[src/rtl/fu_reservation_station.sv]
// Single-entry reservation station for one functional unit.
// Holds one dispatched instruction and snoops the retirement broadcast bus for
// any operand that arrived as a producer tag. Once both operands are present,
// it issues the instruction to its functional unit. It then buffers the result
// and requests retirement until the arbiter grants this unit.
//
// Ports
//   clk_i, rst_ni          clock, asynchronous active-low reset
//   flush_i                synchronous squash of the held instruction
//   dispatch_*             dispatch handshake, opcode and operands (value or tag)
//   issue_*                issue handshake and held opcode/operands to the FU
//   result_valid_i/result_i  FU result strobe and value
//   bcast_*                retirement broadcast (tag = retiring unit ID, value)
//   retirement_ready_o     result held, requesting retirement
//   unit_result_o          held result
//   retire_en_i/unit_retire_i  arbiter grant strobe and selected unit
module fu_reservation_station #(
   parameter int unsigned DATA_WIDTH = 64,
   parameter int unsigned TAG_WIDTH  = 3,
   parameter int unsigned OP_WIDTH   = 4,
   parameter int unsigned UNIT_ID    = 0
) (
   input  logic                  clk_i,
   input  logic                  rst_ni,
   input  logic                  flush_i,
   input  logic                  dispatch_valid_i,
   output logic                  dispatch_ready_o,
   input  logic [OP_WIDTH-1:0]   dispatch_op_i,
   input  logic                  dispatch_a_valid_i,
   input  logic                  dispatch_b_valid_i,
   input  logic [DATA_WIDTH-1:0] dispatch_a_i,
   input  logic [DATA_WIDTH-1:0] dispatch_b_i,
   output logic                  issue_valid_o,
   input  logic                  issue_ready_i,
   output logic [OP_WIDTH-1:0]   issue_op_o,
   output logic [DATA_WIDTH-1:0] issue_a_o,
   output logic [DATA_WIDTH-1:0] issue_b_o,
   input  logic                  result_valid_i,
   input  logic [DATA_WIDTH-1:0] result_i,
   input  logic                  bcast_valid_i,
   input  logic [TAG_WIDTH-1:0]  bcast_tag_i,
   input  logic [DATA_WIDTH-1:0] bcast_value_i,
   output logic                  retirement_ready_o,
   output logic [DATA_WIDTH-1:0] unit_result_o,
   input  logic                  retire_en_i,
   input  logic [TAG_WIDTH-1:0]  unit_retire_i
);

   localparam logic [2:0] FREE     = 3'd0;
   localparam logic [2:0] WAIT_OPS = 3'd1;
   localparam logic [2:0] ISSUED   = 3'd2;
   localparam logic [2:0] DONE     = 3'd3;
   localparam logic [2:0] DRAIN    = 3'd4;

   localparam logic [TAG_WIDTH-1:0] UNIT_TAG = TAG_WIDTH'(UNIT_ID);

   logic [2:0]            state_q, state_d;
   logic [OP_WIDTH-1:0]   op_q, op_d;
   logic [DATA_WIDTH-1:0] a_q, a_d, b_q, b_d, res_q, res_d;
   logic                  a_ok_q, a_ok_d, b_ok_q, b_ok_d;

   logic grant;
   logic a_hit_disp, b_hit_disp;
   logic a_hit, b_hit;
   logic ops_ready;

   // Arbiter grant addressed to this unit
   assign grant = retire_en_i && (unit_retire_i == UNIT_TAG);

   // Same-cycle bypass of a broadcast into a tagged operand at dispatch
   assign a_hit_disp = !dispatch_a_valid_i && bcast_valid_i &&
                       (bcast_tag_i == dispatch_a_i[TAG_WIDTH-1:0]);
   assign b_hit_disp = !dispatch_b_valid_i && bcast_valid_i &&
                       (bcast_tag_i == dispatch_b_i[TAG_WIDTH-1:0]);

   // Wakeup of a held tagged operand; the tag lives in the low operand bits
   assign a_hit = !a_ok_q && bcast_valid_i && (bcast_tag_i == a_q[TAG_WIDTH-1:0]);
   assign b_hit = !b_ok_q && bcast_valid_i && (bcast_tag_i == b_q[TAG_WIDTH-1:0]);

   assign ops_ready = a_ok_q && b_ok_q;

   // Outputs decoded from registered state and fields
   assign dispatch_ready_o   = (state_q == FREE);
   assign issue_valid_o      = (state_q == WAIT_OPS) && ops_ready;
   assign retirement_ready_o = (state_q == DONE);
   assign issue_op_o         = op_q;
   assign issue_a_o          = a_q;
   assign issue_b_o          = b_q;
   assign unit_result_o      = res_q;

   // State and field registers
   always_ff @(posedge clk_i or negedge rst_ni) begin
      if (!rst_ni) begin
         state_q <= FREE;
         op_q    <= '0;
         a_q     <= '0;
         b_q     <= '0;
         res_q   <= '0;
         a_ok_q  <= 1'b0;
         b_ok_q  <= 1'b0;
      end else begin
         state_q <= state_d;
         op_q    <= op_d;
         a_q     <= a_d;
         b_q     <= b_d;
         res_q   <= res_d;
         a_ok_q  <= a_ok_d;
         b_ok_q  <= b_ok_d;
      end
   end

   // Next-state and field update; flush takes priority in every state
   always_comb begin
      state_d = state_q;
      op_d    = op_q;
      a_d     = a_q;
      b_d     = b_q;
      res_d   = res_q;
      a_ok_d  = a_ok_q;
      b_ok_d  = b_ok_q;

      case (state_q)
         FREE: begin
            if (!flush_i && dispatch_valid_i) begin
               op_d    = dispatch_op_i;
               a_d     = a_hit_disp ? bcast_value_i : dispatch_a_i;
               b_d     = b_hit_disp ? bcast_value_i : dispatch_b_i;
               a_ok_d  = dispatch_a_valid_i || a_hit_disp;
               b_ok_d  = dispatch_b_valid_i || b_hit_disp;
               state_d = WAIT_OPS;
            end
         end
         WAIT_OPS: begin
            if (flush_i) begin
               a_ok_d  = 1'b0;
               b_ok_d  = 1'b0;
               state_d = FREE;
            end else begin
               if (a_hit) begin
                  a_d    = bcast_value_i;
                  a_ok_d = 1'b1;
               end
               if (b_hit) begin
                  b_d    = bcast_value_i;
                  b_ok_d = 1'b1;
               end
               if (ops_ready && issue_ready_i) begin
                  state_d = ISSUED;
               end
            end
         end
         ISSUED: begin
            if (flush_i) begin
               // A result arriving with the flush leaves nothing in flight to drain
               state_d = result_valid_i ? FREE : DRAIN;
            end else if (result_valid_i) begin
               res_d   = result_i;
               state_d = DONE;
            end
         end
         DONE: begin
            if (flush_i || grant) begin
               state_d = FREE;
            end
         end
         DRAIN: begin
            if (result_valid_i) begin
               state_d = FREE;
            end
         end
         default: begin
            state_d = FREE;
         end
      endcase
   end

endmodule
[config.mk]
export PLATFORM = sky130hd
export DESIGN_NAME = fu_reservation_station
export DESIGN_NICKNAME = d
export VERILOG_FILES = /design/src/rtl/fu_reservation_station.sv
export SDC_FILE = /design/constraint.sdc
export NUM_CORES = 1
export LEC_CHECK = 0
export ABC_AREA = 0
export ABC_CLOCK_PERIOD_IN_PS = 2200
export CAP_MARGIN = 40
export CORE_AREA = 2 2 184 186
export DETAILED_ROUTE_END_ITERATION = 10
export DIE_AREA = 0 0 186 188
export SETUP_SLACK_MARGIN = 0.4
export SKIP_LAST_GASP = 1
export SYNTH_ARGS = -nofsm -noshare
export SYNTH_HDL_FRONTEND = slang
export SYNTH_SLANG_ARGS = --single-unit
[constraint.sdc]
create_clock -name clk_i -period 2.2 [get_ports clk_i]
set_input_delay 0.44 -clock clk_i [delete_from_list [all_inputs] [get_ports clk_i]]
set_output_delay 0.44 -clock clk_i [all_outputs]
set_load 0.05 [all_outputs]
# --- Word level (Yosys, flattened, before mapping) ---
# Cells that the tools add are included.
word_totals:
  word_cells: 84
  ff_bits: 201
  inputBits: 276
  out_inout_bits: 199
op_classes:
  n_bitwise: 1
  eq_ne: 18
  muxes: 27
  reduce_logical: 31
op_table:
  columns: ["operator", "n"]
  rows:
  - ["2-to-1 mux 64 bit", 8]
  - ["one-hot mux 64 bit (2 select lines)", 2]
  - ["2-to-1 mux 3 bit", 8]
  - ["one-hot mux 3 bit (5 select lines)", 1]
  - ["logical AND 1 bit", 13]
  - ["equality test 3 bit", 4]
  - ["inequality test 3 bit (second input constant)", 3]
  - ["AND reduction 3 bit", 3]
  - ["inequality test 2 bit (second input constant)", 4]
  - ["AND reduction 4 bit", 2]
  - ["equality test 3 x 2 -> 1 bit (second input constant)", 2]
  - ["logical NOT 3 bit", 2]
  - ["2-to-1 mux 1 bit", 6]
  - ["logical NOT 1 bit", 5]
  - ["AND reduction 5 bit", 1]
  - ["inequality test 2 x 1 -> 1 bit (second input constant)", 2]
  - ["one-hot mux 1 bit (2 select lines)", 2]
  - ["equality test 3 x 1 -> 1 bit (second input constant)", 1]
  - ["equality test 3 bit (second input constant)", 1]
  - ["logical OR 1 bit", 3]
  - ["inequality test 3 x 2 -> 1 bit (second input constant)", 1]
  - ["AND reduction 2 bit", 1]
  - ["nonzero test 2 bit", 1]
  - ["NOT 1 bit", 1]

# --- Logic depth before layout (Yosys ltp) ---
# Gate-level depths: netlist (run 1).
depth:
  ltp_word: 6
  ltp_mapped: 7
  mapped_depth_nobuf: 4

# --- Worst setup path before layout (run 1) ---
# No wires, ideal clock.
synth_path:
  kind: "register to register"
  startpoint: "register state_q[0]"
  endpoint: "register b_q[14] (netlist: issue_b_o[14])"
  setup_ns: 0.125
  t_required_ns: 2.075
  t_arrival_ns: 2.786
  n_path_buf: 3
  period_less_slack_ns: 2.911
  stages_incl_launch_ff: 8
  path_slack_ns: -0.711
  path_cell_list: "dfrtp_1 buf_2 nor3_1 a41oi_1 nor4_1 buf_2 buf_4 mux2_2"
synth_via:
  elab_chain_cells: 3
  word_cells_on_any_way: 8
  classes_between: "eq/ne (4); mux (1); reduce/logical (3)"
synth_lines:
  columns: ["item", "line_no", "rtl"]
  rows:
  - ["start, declared", "57", "logic [2:0] state_q, state_d;"]
  - ["start signal, assigned", "102", "state_q <= state_d;"]
  - ["logical NOT 3 bit *", null, null]
  - ["via dispatch_ready_o", "27", "output logic dispatch_ready_o,"]
  - ["inequality test 2 x 1 -> 1 bit (no source line) / nonzero test 2 bit (equally long branches)", null, null]
  - ["AND reduction 4 bit (no source line)", null, null]
  - ["end signal, assigned", "97", "b_q <= '0;"]
  - ["end signal, assigned", "105", "b_q <= b_d;"]
  - ["end, declared", "59", "logic [DATA_WIDTH-1:0] a_q, a_d, b_q, b_d, res_q, res_d;"]
# The timed path passes the listed nets; every way through them passes the cells marked *.
# A chain may end at the register's enable or synchronous reset.

# --- Worst setup path in the final report (run 1) ---
layout_path:
  startpoint: "register state_q[2]"
  endpoint: "register a_q[33] (netlist: issue_a_o[33])"
layout_via:
  elab_chain_cells: 3
  word_cells_on_any_way: 8
  classes_between: "eq/ne (4); mux (1); reduce/logical (3)"
layout_lines:
  columns: ["item", "line_no", "rtl"]
  rows:
  - ["equality test 3 x 1 -> 1 bit / logical NOT 3 bit (equally long branches)", "122", "case (state_q)"]
  - ["inequality test 2 bit (no source line), or another cell as far along", null, null]
  - ["AND reduction 4 bit (no source line)", null, null]
  - ["end signal, assigned", "96", "a_q <= '0;"]
  - ["end signal, assigned", "104", "a_q <= a_d;"]
  - ["end, declared", "59", null]
# Several ways; a longest one is shown, not always the timed one.

==> results.py, run 1 <==
metrics = {
    "outcome": {
        "status": "complete, no violations",
    },
    "synth": {
        "ys_seq_area_frac": 0.530,
        "synth_seq_cells": 201,
        "yosysMostFrequentCell": "mux2_2",
        "synth_area_leaders": "dfrtp_1 (53%), mux2_2 (30%), mux2_4 (7.8%), mux2_1 (2.6%), buf_4 (1.1%)",
        "ys_types": 31,
        "synth.avg_cell_area_um2": 15.4,
        "synth_flop_cell": "dfrtp_1",
        "synth_top_area_share": 0.530,
        "netlist_instances": 616,
        "syn-cell-area_um2": 9490,
        "yosysTopAreaCell": "dfrtp_1",
        "yosysWarnings": 0,
        "ys_top_cells_by_count": "mux2_2 (254), dfrtp_1 (201), mux2_4 (49)",
        "syn-num-nets": 892,
        "ys_async_sr_fraction": 1.00,
        "synth_edf_count": 0,
    },
    "floorplan": {
        "ioPinCount": 475,
        "die_area_um2": 35000,
        "die_w_um": 186,
        "die_h_um": 188,
        "core_um2": 33100,
        "initial_utilization": 0.286,
        "rows": 67,
    },
    "route": {
        "top_layer_used": "met4",
        "dr.first_iter.drc_count": 188,
        "route.detailed.drc": 0,
        "dr_wl_met2_mm": 18.2,
        "dr.pass1.iters": 4,
        "vias_per_cell": 4.53,
        "routed-via-count": 7395,
        "drtAntennaViolNets": 0,
        "m1WireLength_mm": 14.3,
        "wirelength_mm": 35.4,
        "wl_per_cell_um": 21.7,
        "wl_met3_mm": 2.38,
    },
    "power_and_ir_drop": {
        "power_switching_w": 0.00774,
        "p_per_area_nw_per_um2": 1070,
        "leakage_nw": 7.76,
        "seqPwrFrac": 0.284,
        "combPwrFrac": 0.490,
        "ir_drop_uv": 731,
        "switching_share": 0.410,
        "clkPwrFrac": 0.225,
        "intPower_w": 0.0112,
    },
    "timing": {
        "skew_ns": 0.0114,
        "fmax_mhz": 481,
        "slew_viol_final": 0,
        "post-route-period-util": 0.945,
        "hold_viol": 0,
        "slew_headroom": 0.630,
        "rsz0062_at_grt": "true",
        "fin_crit_ns": 2.08,
        "finalSetupViolations": 0,
        "setup_slack_ns": 0.120,
        "tns_ns": 0,
        "worst_pin_slew_ns": 0.555,
    },
    "finish": {
        "diodes": 0,
        "fin_util": 0.535,
        "area.growth.synth_to_final_pct": 86.8,
        "design_area_um2": 17700,
        "nNetsFinal": 1442,
        "stdcell_count": 1633,
        "layout-drive-gt1-share": 0.559,
    },
    "grt": {
        "grt_overflow_total": 0,
        "antenna_found_initial": 0,
        "grt_pass1_wl_mm": 48.1,
        "grt_max_degree": 59,
        "grt_usage": 0.181,
        "grt_pass1_vias": 7838,
    },
    "run": {
        "drv_cap": 0,
    },
    "worst_setup_path": {
        "crit_buf_inv": 2,
        "worstPathRequired_ns": 2.59,
        "crit_slowest_cell": "or3b_4",
        "crit_family": "multiplexers",
        "worst-endpoint-arrival_ns": 2.47,
        "slowest_delay_ns": 0.45,
        "ff2ff_setup_slack_ns": 0.12,
        "crit_path_end_kind": "register",
        "crit_chain": "or3b_4 -> buf_4 -> o41a_4 -> clkbuf_16 -> mux2_4 -> mux2_2",
        "critPathMaxFanout": 8,
        "start_kind": "register",
        "worstSetupPathType": "reg -> reg",
    },
    "clocking": {
        "cts_made_buffers": 25,
        "cts_tree": "built",
        "cts.root.buffer_cell": "clkbuf_16",
        "worst_skew_pair.late_latency_ns": 0.52,
        "clockBufferDepth": 3,
        "clkTransAtPathRegs_ns": 0.06,
        "cts_sinks": 201,
        "htreeDepth": 1,
    },
    "place": {
        "gp_congestion": 0.766,
        "hpwl_mm": 24.2,
        "portBuffers": 474,
        "pre_cts_slack_ns": -0.510,
        "placed_area_um2": 15200,
        "dpl.cell_count": 1551,
    },
    "worst_hold_path": {
        "hold_class": "in -> reg",
    },
}
## area by class of cell
class / instances / area (um^2)
Clock buffer: 40 / 772
Clock inverter: 6 / 83.8
Fill cell: 2790 / 15400
Inverter: 1 / 3.75
Multi-Input combinational cell: 377 / 4920
Sequential cell: 201 / 5030
Tap cell: 448 / 561
Timing Repair Buffer: 560 / 6350
## tightest hold or removal path, stage by stage
cell            delay, ns
dlymetal6s2s_1       0.11
buf_4                0.12
or2_4                0.10
a22o_1               0.11
## metrics by stage
step	total power, W	hold slack (ns)
floorplan	0.0109	0.144
global placement	0.0143	0.466
detailed placement	0.0143	0.467
CTS	0.0185	0.458
global route	0.0197	0.430
finish	0.0189	0.412
## path summary, 6_finish.rpt
kind | startpoint | end | cells after the start
min in group asynchronous | rst_ni | issue_b_o[16]$_DFFE_PN0P_ | 2
setup reg to reg | state_q[2]$_DFFE_PN0P_ | issue_a_o[33]$_DFFE_PN0P_ | 6
setup / recovery | state_q[2]$_DFFE_PN0P_ | issue_a_o[33]$_DFFE_PN0P_ | 6
max in group asynchronous | rst_ni | unit_result_o[45]$_DFFE_PN0P_ | 3
hold reg to reg | unit_result_o[8]$_DFFE_PN0P_ | unit_result_o[8]$_DFFE_PN0P_ | 1
hold / removal | dispatch_b_valid_i | b_ok_q$_DFFE_PN0P_ | 4
## cell usage in the layout, fill, tap and decap left out, types with 2 or more instances in the layout
cell,instances
clkdlybuf4s50_1,267
mux2_4,212
dfrtp_1,201
clkdlybuf4s15_2,192
mux2_2,112
clkbuf_16,37
buf_4,28
buf_12,24
buf_6,13
clkbuf_8,10
buf_8,7
nand2_1,6
xnor2_1,6
clkbuf_1,6
buf_16,6
xor2_1,5
nor2_1,4
dlymetal6s2s_1,4
nand2b_1,3
a21oi_1,3
clkinv_2,3
dlygate4sd2_1,3
nor3_4,2
or2_4,2
nor2b_1,2
a41oi_1,2
nor4_4,2
a22o_1,2
bufinv_16,2
## per-layer routing
metal / vias up / GRT usage
met5: - / 0
met4: 0 / 0.0382
met3: 33 / 0.0451
met2: 259 / 0.333
met1: 3764 / 0.209
li1: 3339 / -
## sequential cells by signal (all words and copies together) (netlist names)
signal / flops
a_ok_q: 1
b_ok_q: 1
issue_a_o: 64
issue_b_o: 64
issue_op_o: 4
state_q: 3
unit_result_o: 64
## power by group through the flow
stage / Sequential (W) / Clock, W / Combinational [W]
floorplan: 0.00908 / 0 / 0.00177
global placement: 0.00536 / 0 / 0.00890
detailed placement: 0.00540 / 0 / 0.00891
CTS: 0.00536 / 0.00441 / 0.00878
global route: 0.00552 / 0.00457 / 0.00959
finish: 0.00537 / 0.00426 / 0.00927
## logic make-up after synthesis
family,Yosys count,share of synthesized area
xor gates and xnor gates,12,0.0111
and+or+nand+nor,30,0.0179
muxes,325,0.405
buffers and inverters,38,0.0273
AOI/OAI and AO/OA,10,0.00831
DFF,201,0.530
## what timing repair did
item,CTS,global route
setup buffers,5,10
pin swaps,6,4
gates resized for setup,620,183
cloned,4,16
endpoints found under the setup margin,395,202
endpoints found under the hold margin,51,0
hold buffers,1,0
No activity file was read; power rests on OpenSTA's default activity.
==> run 2: changes to the inputs <==
--- a/config.mk
+++ b/config.mk
@@ -11,6 +11,7 @@
 export CORE_AREA = 2 2 184 186
 export DETAILED_ROUTE_END_ITERATION = 10
 export DIE_AREA = 0 0 186 188
+export MAX_ROUTING_LAYER = met4
 export SETUP_SLACK_MARGIN = 0.4
 export SKIP_LAST_GASP = 1
 export SYNTH_ARGS = -nofsm -noshare
==> results.py, run 2 (synthesis gave the netlist of run 1 again) <==
metrics = {
    "outcome": {
        "status": "complete, no violations",
    },
    "grt": {
        "grt_usage": 0.186,
        "grt_pass1_vias": 7882,
        "antenna_found_initial": 0,
        "grt_pass1_wl_mm": 47.9,
        "grt_max_degree": 59,
        "grt_overflow_total": 0,
    },
    "route": {
        "wl_per_cell_um": 21.4,
        "drtAntennaViolNets": 0,
        "routed-via-count": 7353,
        "route.detailed.drc": 0,
        "vias_per_cell": 4.52,
        "dr.first_iter.drc_count": 141,
        "wirelength_mm": 34.7,
        "dr.pass1.iters": 4,
    },
    "power_and_ir_drop": {
        "switching_share": 0.411,
        "power_switching_w": 0.00774,
        "fin_total_pwr_w": 0.0188,
        "intPower_w": 0.0111,
        "clkPwrFrac": 0.227,
        "seqPwrFrac": 0.285,
        "p_per_area_nw_per_um2": 1080,
        "leakage_nw": 7.65,
        "combPwrFrac": 0.488,
        "ir_drop_uv": 735,
    },
    "floorplan": {
        "ioPinCount": 475,
        "die_area_um2": 35000,
        "initial_utilization": 0.286,
        "core_um2": 33100,
        "rows": 67,
        "die_h_um": 188,
        "die_w_um": 186,
    },
    "run": {
        "drv_cap": 0,
    },
    "worst_setup_path": {
        "crit_path_end_kind": "register",
        "start_kind": "register",
        "crit_chain": "or3b_4 -> buf_4 -> o41a_4 -> clkbuf_16 -> mux2_4 -> mux2_2",
        "critPathMaxFanout": 8,
        "startpoint": "state_q[2]$_DFFE_PN0P_",
        "crit_buf_inv": 2,
        "worst-endpoint-arrival_ns": 2.48,
        "r2r-end": "issue_a_o[21]$_DFFE_PN0P_",
        "crit_family": "multiplexers",
        "worst-path-stages": 6,
        "worstPathRequired_ns": 2.60,
        "timing.rr.start": "state_q[2]$_DFFE_PN0P_",
        "crit_slowest_cell": "or3b_4",
        "ff2ff_setup_slack_ns": 0.11,
        "worstSetupPathType": "reg -> reg",
        "slowest_delay_ns": 0.45,
        "r2r_cells": 6,
    },
    "timing": {
        "fin_crit_ns": 2.09,
        "post-route-period-util": 0.949,
        "worst_pin_slew_ns": 0.550,
        "skew_ns": 0.00809,
        "setup_slack_ns": 0.111,
        "fmax_mhz": 479,
        "finalSetupViolations": 0,
        "slew_headroom": 0.634,
        "holdWs_ns": 0.415,
        "hold_viol": 0,
        "slew_viol_final": 0,
        "rsz0062_at_grt": "true",
    },
    "finish": {
        "layout-drive-gt1-share": 0.544,
        "layout_common_cells": "clkdlybuf4s50_1 (267), dfrtp_1 (201), clkdlybuf4s15_2 (192)",
        "stdcell_count": 1625,
        "n_fill_cell": 2833,
        "diodes": 0,
        "nNetsFinal": 1434,
        "area.growth.synth_to_final_pct": 83.0,
        "final_common_cell": "clkdlybuf4s50_1",
        "fin_util": 0.524,
    },
    "clocking": {
        "cts_made_buffers": 25,
        "clockBufferDepth": 3,
        "clkTransAtPathRegs_ns": 0.06,
        "cts.root.buffer_cell": "clkbuf_16",
        "worst_skew_pair.late_latency_ns": 0.52,
        "cts_sinks": 201,
        "cts_tree": "built",
        "htreeDepth": 1,
    },
    "worst_hold_path": {
        "hold_class": "in -> reg",
        "hold_end": "b_ok_q$_DFFE_PN0P_",
        "holdPathStages": 4,
        "min-delay-start": "dispatch_b_valid_i",
    },
    "place": {
        "dpl.cell_count": 1551,
        "portBuffers": 474,
        "hpwl_mm": 24.2,
        "gp_congestion": 0.776,
        "pre_cts_slack_ns": -0.510,
    },
}
[run 2: cell types whose count changed in the layout (fill, tap and decap cells not counted), sizes merged]
cell | previous run | this run
buf | 79 | 75
clkbuf | 54 | 50
[run 2: how the worst max path moves through the flow]
stage	to	slack, ns
floorplan	issue_b_o[34]$_DFFE_PN0P_	0.1
global placement	issue_a_o[49]$_DFFE_PN0P_	-0.48
detailed placement	issue_b_o[37]$_DFFE_PN0P_	-0.51
CTS	issue_valid_o	0.11
global route	issue_a_o[37]$_DFFE_PN0P_	0.06
finish	issue_a_o[21]$_DFFE_PN0P_	0.11
[run 2: worst reg2reg max path, cell delays in order (launching register included)]
cell	delay, ns
dfrtp_1	0.39
or3b_4	0.45
buf_4	0.16
o41a_4	0.17
clkbuf_16	0.23
mux2_4	0.30
mux2_2	0.27
[run 2: metal layers]
layer | vias up | global-route usage | share of wire
met5 | - | - | 0
met4 | 0 | 0.0397 | 0.016
met3 | 39 | 0.0369 | 0.062
met2 | 263 | 0.332 | 0.52
met1 | 3729 | 0.214 | 0.41
li1 | 3322 | - | -
[run 2: area by class of cell]
cell class / instances / area [um^2] / share of cell area
sequential: 201 / 5030 / 0.290
timing repair buffer: 552 / 6170 / 0.356
clock inverter: 6 / 83.8 / 0.00483
tap: 448 / 561 / 0.0323
inverter: 1 / 3.75 / 0.000216
clock buffer: 40 / 772 / 0.0445
multi-input combinational: 377 / 4740 / 0.273
[run 2: what timing repair did]
action                     CTS  global route
setup endpoints to repair  395           202
resized for setup          620           124
pin swaps                    6             5
buffers inserted             5             7
hold buffers                 1             0
hold endpoints to repair    51             0
cloned                       4            11
[run 2: power by group through the flow]
stage                     registers, W  clock network (W)  logic (W)
after global placement         0.00536                  0    0.00890
after global routing           0.00551            0.00456    0.00950
after floorplan                0.00908                  0    0.00177
final                          0.00536            0.00427    0.00918
after detailed placement       0.00540                  0    0.00891
after CTS                      0.00536            0.00441    0.00878
[run 2: through the flow]
stage	instance area, um^2	TNS, ns
finish	17400	0
global route	17400	0
CTS	16600	0
detailed placement	15200	-71.62
global placement	15200	-68.08
floorplan	9610	0
